$ cat src/rtl/brush_stamp_writer.sv
// brush_stamp_writer: turns the cursor position into a square brush
// of material pixels. It writes one pixel per cycle and clips at the screen edges.
module brush_stamp_writer #(
  parameter int COLUMNS    = 640,
  parameter int ROWS       = 400,
  parameter int ADDR_WIDTH = $clog2(COLUMNS*ROWS),
  parameter int DATA_WIDTH = 2,
  parameter int BRUSH_SIZE = 4,
  localparam int XW = $clog2(COLUMNS),
  localparam int YW = $clog2(ROWS)
) (
  input  logic                  clk_i,
  input  logic                  reset_i,
  input  logic                  draw_en_i,
  input  logic [XW-1:0]         mouse_x_position_i,
  input  logic [YW-1:0]         mouse_y_position_i,
  input  logic [DATA_WIDTH-1:0] material_i,
  output logic [ADDR_WIDTH-1:0] ram_wr_address_o,
  output logic [DATA_WIDTH-1:0] ram_wr_data_o,
  output logic                  ram_wr_en_o,
  output logic                  busy_o,
  output logic                  stamp_done_o
);

  // 5 bits hold any offset 0..15 of a brush up to 16 wide
  localparam int CW  = 5;
  localparam int PXW = XW + CW;
  localparam int PYW = YW + CW;
  localparam int MW  = PYW + XW + PXW;
  localparam logic [CW-1:0] BM1 = CW'(BRUSH_SIZE - 1);

  typedef enum logic [1:0] {
    S_IDLE,
    S_WRITE,
    S_DONE
  } state_t;

  state_t                r_state;
  logic [XW-1:0]         r_base_x;
  logic [YW-1:0]         r_base_y;
  logic [DATA_WIDTH-1:0] r_mat;
  logic [CW-1:0]         r_dx;
  logic [CW-1:0]         r_dy;
  logic [XW-1:0]         r_last_x;
  logic [YW-1:0]         r_last_y;
  logic [DATA_WIDTH-1:0] r_last_mat;
  logic                  r_last_valid;
  logic [ADDR_WIDTH-1:0] r_addr;
  logic [DATA_WIDTH-1:0] r_data;
  logic                  r_en;
  logic                  r_busy;
  logic                  r_done;

  logic                  w_dup;
  logic                  w_start;
  logic                  w_last_pix;
  logic [XW-1:0]         w_src_x;
  logic [YW-1:0]         w_src_y;
  logic [CW-1:0]         w_nx;
  logic [CW-1:0]         w_ny;
  logic [PXW-1:0]        w_px;
  logic [PYW-1:0]        w_py;
  logic [MW-1:0]         w_addr_full;
  logic                  w_in;

  // Next pixel: (0,0) of the live cursor when idle, else the next brush offset
  always_comb begin
    w_dup = r_last_valid
         && (mouse_x_position_i == r_last_x)
         && (mouse_y_position_i == r_last_y)
         && (material_i == r_last_mat);
    w_start    = (r_state == S_IDLE) && draw_en_i && !w_dup;
    w_last_pix = (r_dx == BM1) && (r_dy == BM1);
    w_src_x    = r_base_x;
    w_src_y    = r_base_y;
    w_nx       = '0;
    w_ny       = '0;
    if (r_state == S_IDLE) begin
      w_src_x = mouse_x_position_i;
      w_src_y = mouse_y_position_i;
    end else if (r_dx == BM1) begin
      w_ny = r_dy + CW'(1);
    end else begin
      w_nx = r_dx + CW'(1);
      w_ny = r_dy;
    end
    w_px = {{CW{1'b0}}, w_src_x} + {{XW{1'b0}}, w_nx};
    w_py = {{CW{1'b0}}, w_src_y} + {{YW{1'b0}}, w_ny};
    w_addr_full = MW'(w_py) * MW'(COLUMNS) + MW'(w_px);
    w_in = (w_px < PXW'(COLUMNS)) && (w_py < PYW'(ROWS));
  end

  // Stamp sequencer with registered write port and status outputs
  always_ff @(posedge clk_i) begin
    if (!reset_i) begin
      r_state      <= S_IDLE;
      r_base_x     <= '0;
      r_base_y     <= '0;
      r_mat        <= '0;
      r_dx         <= '0;
      r_dy         <= '0;
      r_last_x     <= '0;
      r_last_y     <= '0;
      r_last_mat   <= '0;
      r_last_valid <= 1'b0;
      r_addr       <= '0;
      r_data       <= '0;
      r_en         <= 1'b0;
      r_busy       <= 1'b0;
      r_done       <= 1'b0;
    end else begin
      unique case (r_state)
        S_IDLE: begin
          r_en   <= 1'b0;
          r_done <= 1'b0;
          if (w_start) begin
            r_state  <= S_WRITE;
            r_base_x <= mouse_x_position_i;
            r_base_y <= mouse_y_position_i;
            r_mat    <= material_i;
            r_dx     <= '0;
            r_dy     <= '0;
            r_busy   <= 1'b1;
            r_addr   <= ADDR_WIDTH'(w_addr_full);
            r_data   <= material_i;
            r_en     <= w_in;
          end
        end
        S_WRITE: begin
          if (w_last_pix) begin
            r_state      <= S_DONE;
            r_en         <= 1'b0;
            r_done       <= 1'b1;
            r_last_x     <= r_base_x;
            r_last_y     <= r_base_y;
            r_last_mat   <= r_mat;
            r_last_valid <= 1'b1;
          end else begin
            r_dx   <= w_nx;
            r_dy   <= w_ny;
            r_addr <= ADDR_WIDTH'(w_addr_full);
            r_data <= r_mat;
            r_en   <= w_in;
          end
        end
        S_DONE: begin
          r_state <= S_IDLE;
          r_done  <= 1'b0;
          r_busy  <= 1'b0;
          r_dx    <= '0;
          r_dy    <= '0;
        end
        default: begin
          r_state <= S_IDLE;
          r_en    <= 1'b0;
          r_busy  <= 1'b0;
          r_done  <= 1'b0;
        end
      endcase
    end
  end

  assign ram_wr_address_o = r_addr;
  assign ram_wr_data_o    = r_data;
  assign ram_wr_en_o      = r_en;
  assign busy_o           = r_busy;
  assign stamp_done_o     = r_done;

endmodule

$ cat config.mk
export PLATFORM = sky130hd
export DESIGN_NAME = brush_stamp_writer
export DESIGN_NICKNAME = d
export VERILOG_FILES = /design/src/rtl/brush_stamp_writer.sv
export SDC_FILE = /design/constraint.sdc
export NUM_CORES = 1
export LEC_CHECK = 0
export BUFFER_PORTS_ARGS = -buffer_cell sky130_fd_sc_hd__buf_2
export CORE_UTILIZATION = 46
export DETAILED_ROUTE_END_ITERATION = 8
export SLEW_MARGIN = 20
export SYNTH_ARGS = -nofsm -noshare
export SYNTH_HDL_FRONTEND = slang
export SYNTH_SLANG_ARGS = --single-unit
$ cat constraint.sdc
create_clock -name clk_i -period 7.5 [get_ports clk_i]
set_clock_uncertainty 0.05 [all_clocks]
set_input_delay 0 -clock clk_i [delete_from_list [all_inputs] [get_ports clk_i]]
set_output_delay 0 -clock clk_i [all_outputs]
set_load 0.05 [all_outputs]
==> results.json <==
{
  "outcome": "finished, final reports clean",
  "r2r_cells": 20,
  "drc": 0,
  "synthFlopType": "dfxtp_1",
  "synth.distinct_cells": 61,
  "numCtsBuffers": 9,
  "diodes": 0,
  "wl_per_cell_um": 15.77,
  "port-buffer-count": 46,
  "synth_warnings": 0,
  "slew_violations": 0,
  "syn_avg_cell_area_um2": 8.562,
  "p_clk_share_pct": 26.4,
  "drt-initial-drc-count": 164,
  "postRouteWirelength_um": 12140,
  "cts.clk_slew.worst_paths_ns": 0.08,
  "pre_cts_ws_ns": 1.883,
  "syn_inst": 574,
  "p_comb_share_pct": 30.5,
  "grt_setup_unrepaired": "false",
  "switchingPower_uw": 370.6,
  "synth_top_area_share_pct": 31.77,
  "htree_levels": 3,
  "cts_max_path_buffers": 2,
  "via_per_inst": 5.306,
  "finalHoldViolations": 0,
  "finalCritPeriodShare_pct": 75.22,
  "die_area_um2": 11100,
  "die_w_um": 105.4,
  "arrival_ns": 5.85,
  "highest_layer": "met4",
  "synthMostInstantiatedCell": "nand2_1",
  "path_class": "flop to flop",
  "place.gp.congestion": 0.8160,
  "initial_utilization_pct": 47.61,
  "hold_depth": 2,
  "p_leak_nw": 2.278,
  "hp-class": "input port to flop",
  "grt_usage_pct": 23.11,
  "drive_above_1_share_pct": 14.20,
  "synth-async-reset-ratio_pct": 0,
  "finalSetupTns_ns": 0,
  "cts_tree": "yes",
  "maxCapViolCount": 0,
  "grt.overflow.total": 0,
  "dr_wl_met2_um": 5748,
  "vias": 4086,
  "netlist_area_um2": 4915,
  "coreArea_um2": 10320,
  "cp-end-kind": "flop",
  "synth_area_leader_cell": "dfxtp_1",
  "internal-power_uw": 682.9,
  "nets": 690,
  "synthTopCellsByCount": "89 x nand2_1, 78 x dfxtp_1, 47 x nor2_1, 36 x xnor2_1, 33 x a21oi_1",
  "row_count": 37,
  "worstPathRequired_ns": 7.71,
  "seq_power_share_pct": 43.0,
  "finalWorstSetupSlack_ns": 1.858,
  "dr.pass1.iters": 4,
  "p_sw_share_pct": 35.18,
  "fp.dieH_um": 105.4,
  "powerDensity_nw_per_um2": 187.9,
  "wl_met1_um": 5800,
  "clock_sinks": 78,
  "synth_area_leaders": "dfxtp_1 32%, ha_1 7.9%, nand2_1 6.8%, xnor2_1 6.4%, mux2i_1 6.1%",
  "ys_seq_area_share_pct": 31.77,
  "grt_pass1_vias": 4059,
  "clkLatencyLatePin_ns": 0.36,
  "worstPathMaxFanout": 8,
  "syn2layout_area_growth_pct": 14.10,
  "max_freq_mhz": 177.3,
  "dpl.hpwl_um": 8719,
  "grt_max_degree": 50,
  "antenna_found_initial": 0,
  "ant_nets": 0,
  "wl_met3_um": 413,
  "ir_drop_mv": 0.06989,
  "grt_pass1_wl_um": 20010,
  "syn_nets": 633,
  "synth-edff-count": 0,
  "finalSetupViolCount": 0,
  "postCtsSetupBuffers": 0,
  "max_slew_margin_pct": 25.84,
  "ios": 47,
  "fillers": 954,
  "start_kind": "flop",
  "worst_slew_pin_slew_ns": 1.110,
  "root_buffer": "clkbuf_8",
  "synth-seq-cells": 78,
  "post-route-min-period_ns": 5.642
}
==> layout make-up <==
class                      instances  area, um^2  share of cell area, %
clock buffer                      10       137.6                  2.454
multi-input combinational        460        3199                  57.05
inverter                          11       41.29                 0.7363
clock inverter                     4       25.02                 0.4462
tap                              136       170.2                  3.034
timing repair buffer              71       473.0                  8.434
sequential                        78        1562                  27.84
==> power groups by stage <==
stage	combinational [mW]	sequential, mW	clock [mW]
6_report	0.321	0.453	0.279
5_1_grt	0.352	0.457	0.304
4_1_cts	0.323	0.454	0.283
3_5_place_dp	0.312	0.463	0
3_3_place_gp	0.311	0.462	0
2_1_floorplan	0.186	0.516	0
==> worst paths after layout <==
| check | slack, ns | to | startpoint |
|---|---|---|---|
| max | 1.86 | ram_wr_address_o[17]$_SDFFE_PN0P_ | r_dx[0]$_SDFFE_PN0P_ |
| min | 0.24 | r_last_x[3]$_SDFFE_PN0P_ | reset_i |
| max reg2reg | 1.86 | ram_wr_address_o[17]$_SDFFE_PN0P_ | r_dx[0]$_SDFFE_PN0P_ |
| min reg2reg | 0.40 | ram_wr_address_o[1]$_SDFFE_PN0P_ | ram_wr_address_o[1]$_SDFFE_PN0P_ |
==> logic make-up (layout without fill, tap and decap cells) <==
group | count (synthesis) | count (layout) | share of synthesized area, %
AND/OR/NAND/NOR | 206 | 206 | 20.19
multiplexers | 43 | 43 | 9.089
AO/OA/AOI/OAI | 126 | 126 | 16.52
adder cells (fa/ha/maj) | 35 | 35 | 9.521
buffers and inverters | 36 | 96 | 3.411
XOR/XNOR | 50 | 50 | 9.496
flip-flops | 78 | 78 | 31.77
==> flip-flops by register name, indices dropped and copies added (netlist names), 5 cells and up <==
name              flops
r_dx                  5
ram_wr_address_o     18
r_base_x             10
r_last_y              9
r_dy                  5
r_base_y              9
r_last_x             10
==> timing repair <==
action / in CTS / in global routing
gates resized for setup: 0 / 0
hold buffers: 22 / 0
setup endpoints to repair: 0 / 0
endpoints found under the hold margin: 24 / 0
==> layer usage <==
metal	vias up	GRT usage (%)
li1	2124	-
met1	1890	29.38
met2	57	38.91
met3	15	3.278
met4	0	10.06
met5	-	0
==> worst max-delay path: stages (launching register included) <==
cell,delay (ns)
dfxtp_1,0.39
ha_1,0.27
nor4b_4,0.56
xnor2_1,0.19
nor2_1,0.07
ha_1,0.26
fa_1,0.41
a211oi_1,0.37
o21bai_1,0.17
a21o_1,0.20
o211ai_1,0.14
nand2_1,0.09
ha_1,0.29
ha_1,0.33
o21ai_0,0.15
or2_2,0.30
a221oi_1,0.48
nand4_1,0.17
xor3_1,0.42
nand2_1,0.06
a21oi_1,0.18
==> layout by cell type (no fill, tap or decap), types with 4 or more instances in the layout <==
cell           instances
dfxtp_1               78
a21boi_0              13
o211ai_1               6
a211oi_1              14
nand3_1                8
a31oi_1                7
xor2_1                12
buf_2                 46
dlygate4sd3_1         22
nor3_1                 5
mux2i_1               30
inv_1                 10
clkbuf_8              10
ha_1                  31
a21oi_1               32
xnor2_1               36
nor2_1                46
o21ai_0               23
a21o_1                 9
nand2_1               89
mux2_2                13
fa_1                   4
or2_2                  4
nor2b_1               18
nand4_1                9
==> stage by stage <==
step | hold WS (ns) | utilization, % | power [mW] | cells | cell area (um^2)
6_report | 0.2421 | 54.32 | 1.053 | 770 | 5608
5_1_grt | 0.2624 | 54.32 | 1.113 | 770 | 5608
4_1_cts | 0.2362 | 54.32 | 1.060 | 770 | 5608
3_5_place_dp | 0.2402 | 50.61 | 0.7757 | 734 | 5225
3_3_place_gp | 0.2304 | 50.61 | 0.7727 | 734 | 5225
2_1_floorplan | 0.09725 | - | 0.7016 | 574 | 4915
No activity file was read; power rests on OpenSTA's default activity.
